### src/rtl/fir_mac_engine.sv
// fir_mac_engine: time-multiplexed FIR multiply-accumulate stage.
// Accepts one sample per handshake (pulsing shift_en so the upstream shift chain
// captures it), then walks every tap with a single multiplier against a
// programmable coefficient bank, rounds half up, saturates, and presents the
// result on a valid/ready output.
module fir_mac_engine #(
    parameter int WORD_WIDTH  = 16,
    parameter int CHAIN_DEPTH = 53,
    parameter int COEF_WIDTH  = 16,
    parameter int FRAC_BITS   = 15,
    parameter int OUT_WIDTH   = 16,
    parameter int ACC_WIDTH   = WORD_WIDTH + COEF_WIDTH + $clog2(CHAIN_DEPTH)
) (
    input  logic                                      clk,
    input  logic                                      resetn,
    input  logic                                      in_valid,
    output logic                                      in_ready,
    output logic                                      shift_en,
    input  logic [CHAIN_DEPTH-1:0][WORD_WIDTH-1:0]    taps,
    input  logic                                      coef_we,
    input  logic [$clog2(CHAIN_DEPTH)-1:0]            coef_addr,
    input  logic signed [COEF_WIDTH-1:0]              coef_wdata,
    output logic                                      out_valid,
    input  logic                                      out_ready,
    output logic signed [OUT_WIDTH-1:0]               y,
    output logic                                      sat,
    output logic                                      busy
);

    localparam int ADDR_WIDTH = $clog2(CHAIN_DEPTH);
    localparam int PROD_WIDTH = WORD_WIDTH + COEF_WIDTH;

    localparam logic [ADDR_WIDTH-1:0]        LAST_IDX   = ADDR_WIDTH'(CHAIN_DEPTH - 1);
    localparam logic [ADDR_WIDTH:0]          DEPTH_EXT  = (ADDR_WIDTH + 1)'(CHAIN_DEPTH);
    localparam logic signed [ACC_WIDTH-1:0]  ROUND_HALF = ACC_WIDTH'(64'sd1 <<< (FRAC_BITS - 1));
    localparam logic signed [ACC_WIDTH-1:0]  OUT_MAX    = ACC_WIDTH'((64'sd1 <<< (OUT_WIDTH - 1)) - 64'sd1);
    localparam logic signed [ACC_WIDTH-1:0]  OUT_MIN    = ACC_WIDTH'(-(64'sd1 <<< (OUT_WIDTH - 1)));

    typedef enum logic [1:0] {
        IDLE,
        ACCUM,
        ROUND,
        OUT
    } state_t;

    state_t                         state;
    state_t                         state_next;
    logic [ADDR_WIDTH-1:0]          idx;
    logic signed [ACC_WIDTH-1:0]    acc;
    logic signed [COEF_WIDTH-1:0]   coef [CHAIN_DEPTH];

    logic signed [WORD_WIDTH-1:0]   tap_sel;
    logic signed [COEF_WIDTH-1:0]   coef_sel;
    logic signed [PROD_WIDTH-1:0]   product;
    logic signed [ACC_WIDTH-1:0]    product_ext;
    logic signed [ACC_WIDTH-1:0]    rounded;
    logic signed [ACC_WIDTH-1:0]    shifted;
    logic signed [OUT_WIDTH-1:0]    clipped_y;
    logic                           clipped_sat;
    logic                           coef_write_ok;

    // The chain may only move while the engine is waiting for a sample, so taps
    // are frozen for the whole accumulation.
    assign shift_en = in_valid & in_ready;

    // Single shared multiplier: one tap/coefficient pair per ACCUM cycle.
    assign tap_sel     = $signed(taps[idx]);
    assign coef_sel    = coef[idx];
    assign product     = tap_sel * coef_sel;
    assign product_ext = {{(ACC_WIDTH - PROD_WIDTH){product[PROD_WIDTH-1]}}, product};

    // Round half up, then arithmetic shift back to output scaling.
    assign rounded = acc + ROUND_HALF;
    assign shifted = rounded >>> FRAC_BITS;

    // Writes land only while idle and only inside the bank.
    assign coef_write_ok = coef_we && (state == IDLE) && ({1'b0, coef_addr} < DEPTH_EXT);

    // Saturate the scaled sum into the signed output range.
    always_comb begin
        // NOTE: every combinational output gets a default first so no path can infer a latch.
        clipped_y   = shifted[OUT_WIDTH-1:0];
        clipped_sat = 1'b0;
        if (shifted > OUT_MAX) begin
            clipped_y   = OUT_MAX[OUT_WIDTH-1:0];
            clipped_sat = 1'b1;
        end else if (shifted < OUT_MIN) begin
            clipped_y   = OUT_MIN[OUT_WIDTH-1:0];
            clipped_sat = 1'b1;
        end
    end

    // FSM next-state and handshake outputs.
    always_comb begin
        state_next = state;
        in_ready   = 1'b0;
        out_valid  = 1'b0;
        busy       = (state != IDLE);
        unique case (state)
            IDLE: begin
                in_ready = 1'b1;
                if (in_valid) begin
                    state_next = ACCUM;
                end
            end
            ACCUM: begin
                if (idx == LAST_IDX) begin
                    state_next = ROUND;
                end
            end
            ROUND: begin
                state_next = OUT;
            end
            OUT: begin
                out_valid = 1'b1;
                if (out_ready) begin
                    state_next = IDLE;
                end
            end
            default: begin
                state_next = IDLE;
            end
        endcase
    end

    // FSM state register; reset overrides any in-flight computation.
    always_ff @(posedge clk) begin
        // NOTE: sequential state is always assigned with <= so every flop samples pre-edge values.
        if (!resetn) begin
            state <= IDLE;
        end else begin
            state <= state_next;
        end
    end

    // Datapath: clear on accept, accumulate per tap, register rounded result.
    always_ff @(posedge clk) begin
        if (!resetn) begin
            acc <= '0;
            idx <= '0;
            y   <= '0;
            sat <= 1'b0;
        end else begin
            unique case (state)
                IDLE: begin
                    if (shift_en) begin
                        acc <= '0;
                        idx <= '0;
                    end
                end
                ACCUM: begin
                    acc <= acc + product_ext;
                    if (idx != LAST_IDX) begin
                        idx <= idx + 1'b1;
                    end
                end
                ROUND: begin
                    y   <= clipped_y;
                    sat <= clipped_sat;
                end
                default: begin
                    // OUT holds y/sat until the consumer takes them.
                end
            endcase
        end
    end

    // Coefficient bank: cleared on reset, written only while idle.
    always_ff @(posedge clk) begin
        // NOTE: the bank must read zero after reset, so it is built from resettable flops rather than a RAM macro.
        if (!resetn) begin
            for (int i = 0; i < CHAIN_DEPTH; i++) begin
                coef[i] <= '0;
            end
        end else if (coef_write_ok) begin
            coef[coef_addr] <= coef_wdata;
        end
    end

endmodule
### config.mk
export PLATFORM = sky130hd
export DESIGN_NAME = fir_mac_engine
export DESIGN_NICKNAME = d
export VERILOG_FILES = /design/src/rtl/fir_mac_engine.sv
export SDC_FILE = /design/constraint.sdc
export NUM_CORES = 2
export LEC_CHECK = 0
export CAP_MARGIN = 20
export CORE_MARGIN = 2
export CORE_UTILIZATION = 56
export DETAILED_ROUTE_END_ITERATION = 16
export PLACE_DENSITY = 0.82
export SLEW_MARGIN = 0
export SYNTH_ARGS = -nofsm -noshare
export SYNTH_HDL_FRONTEND = slang
export SYNTH_SLANG_ARGS = --single-unit
### constraint.sdc
create_clock -name clk -period 10.4 [get_ports clk]
set_input_delay 2.08 -clock clk [delete_from_list [all_inputs] [get_ports clk]]
set_output_delay 2.08 -clock clk [all_outputs]
set_load 0.01 [all_outputs]
==> results.tsv <==
metric	value	unit
finalCritPeriodShare	0.977	
path_class	in -> reg	
hpwl	197	mm
synth-xor-area-share	0.00733	
crit_path_end_kind	flip-flop	
clock_skew	41.1	ps
synth-seq-cells	1093	
cts.sinks	1093	
cts_buffers	103	
yosys.area.top_type_share	0.459	
synthToLayoutAreaGrowth	23.8	%
gp_congestion	1.03	
grt.overflow.total	0	
synth_mux_area_frac	0.199	
dieHeight	350	um
seq_area_frac_synth	0.480	
drt-total-wl	258	mm
synthCells	4640	
route.detailed.drc	0	
max_stage_delay	580	ps
core_area	0.118	mm^2
worst-endpoint-arrival	10710	ps
wl_met3	31.6	mm
fin_nets	7063	
top_layer_used	met5	
path_max_fanout	4	
io_pins	896	
fin_crit	10170	ps
initial_core_util	0.566	
max_slew_margin	0.206	
maxCapViolCount	0	
synthSimpleGateAreaFrac	0.120	
synth_top_area_cell	edfxtp_1	
io_buffers	895	
layout-drive-gt1-share	0.183	
wl_per_cell	34.5	um
setup_violations	0	
holdCritPathClass	reg -> reg	
tightest_slew	1190	ps
wl_met1	89.4	mm
layout_setup_ws	234	ps
clk_path_buf_depth	3	
synth.area.top_cells	edfxtp_1 46%, mux4_2 18%, fa_1 9.6%, and2_1 8.2%, ha_1 2.2%	
hold_viol	0	
ys_async_sr_fraction	0	
synth_top_family_by_area	multiplexers	
via_count	46800	
yosysMostFrequentCell	edfxtp_1	
synthAdderAreaFrac	0.118	
syn_avg_cell_area	14.4	um^2
synth_cell_types	71	
antenna_left	0	
clk_latency	710	ps
cts_tree	yes	
r2r_slack	980	ps
cp.required	10940	ps
grt_pass1_wl	354	mm
first_pass_iters	6	
first_iter_violations	5820	
status	finished, final reports clean	
grt_pass1_vias	46600	
dpl_worst_slack	-506	ps
max_freq	0.0984	GHz
clk_pin_slew	60	ps
synth_edf_count	1024	
die_area	0.122	mm^2
drt-vias-per-instance	6.25	
final_max_slew_viol_count	0	
final_util	0.700	
chipWidth	350	um
worst_path_most_repeated_cell	fa_1	
rsz0062_at_grt	false	
synth_compound_area_frac	0.0292	
antenna_found_initial	105	
cpMaxStageDelayCell	mux4_2	
core.rowCount	126	
grt_max_degree	65	
yosysWarnings	0	
route.met2.wl	115	mm
cts_root_buffer	clkbuf_16	
start_kind	input port	
synth-main-ff-cell	edfxtp_1	
synthTopCellsByCount	1024 x edfxtp_1, 878 x and2_1, 548 x mux4_2, 377 x inv_1, 322 x fa_1	
cts-htree-levels	3	
track_usage	0.423	
synth_area	0.0670	mm^2
==> cell usage in the layout (no fill, tap or decap), types with 13 or more instances in the layout <==
cell type,n
a21oi_1,31
dfxtp_1,59
clkbuf_16,103
mux4_1,23
nand2b_1,48
ha_1,118
clkbuf_1,28
a22oi_1,39
nand2_1,148
o22ai_1,15
xnor2_1,32
mux2i_1,29
o21ai_1,56
o21ai_2,15
nor2_1,179
nor2b_1,78
conb_1,176
and2_1,878
o221a_2,15
diode_2,61
clkinv_1,18
o21ai_0,34
fa_1,322
edfxtp_1,1024
buf_4,261
nand3_1,16
xor2_1,24
clkinv_2,20
mux4_2,548
buf_12,28
clkdlybuf4s50_1,876
buf_2,17
inv_1,377
a211oi_1,13
==> final timing paths <==
| check | from | end | depth (start not counted) |
|---|---|---|---|
| min | y[15] | y[15] | 2 |
| min reg2reg | y[15] | y[15] | 2 |
| max | taps[746] | acc[36] | 29 |
| max reg2reg | flip-flop | acc[36] | 28 |
==> final cells by class <==
class,instances,area (um^2)
diodes,61,153
clock buffers,134,2720
clock inverters,56,567
fillers,7650,35500
inverters,379,1420
multi-input cells,2984,32400
flip-flops and latches,1093,32200
well taps,1600,2000
repair buffers,1187,11400
==> flip-flops by register name (all words and copies together), names as in the netlist, named ones only <==
register and flops:
state 2, idx 6, sat 1, acc 38, y 16, coef 1024
==> logic make-up (layout without fill, tap and decap cells) <==
| logic type | Yosys count | count (layout) |
|---|---|---|
| simple gates | 1409 | 1409 |
| flops | 1093 | 1093 |
| buf+inv | 738 | 1756 |
| mux | 608 | 608 |
| fa+ha+maj | 440 | 440 |
| compound gates | 295 | 295 |
| xor+xnor | 56 | 56 |
| other cells | 1 | 237 |
==> per-stage QoR <==
| stage | hold WS (ps) | cells | TNS (ps) | instance area (um^2) |
|---|---|---|---|---|
| after global placement | 485 | 7221 | -1320 | 79100 |
| after floorplan | 460 | 4815 | 0 | 67600 |
| after global routing | 535 | 7462 | 0 | 82800 |
| final | 503 | 7494 | 0 | 82900 |
| after detailed placement | 486 | 7224 | -1580 | 79200 |
| after CTS | 510 | 7414 | 0 | 82500 |
==> worst max-delay path: cells and delay by family <==
kind	cells	cell delay [ps]
buffers and inverters	7	1120
AND/OR/NAND/NOR	4	1080
AO/OA/AOI/OAI	9	1860
adder cells (fa/ha/maj)	7	3380
multiplexers	2	1160
==> layer usage <==
layer  up-vias  global-route usage
met3       720               0.141
met1     23900               0.524
met2      3190               0.624
met4        56               0.308
li1      18900                   -
met5         -                   0
==> what timing repair did <==
item / CTS / global route
resized for setup: 0 / 2
setup endpoints to repair: 0 / 1
hold buffers: 0 / 0
setup buffers: 0 / 0
Power is not shown: default switching activity piles up to over one toggle a cycle in this logic, so the estimate is an artifact.
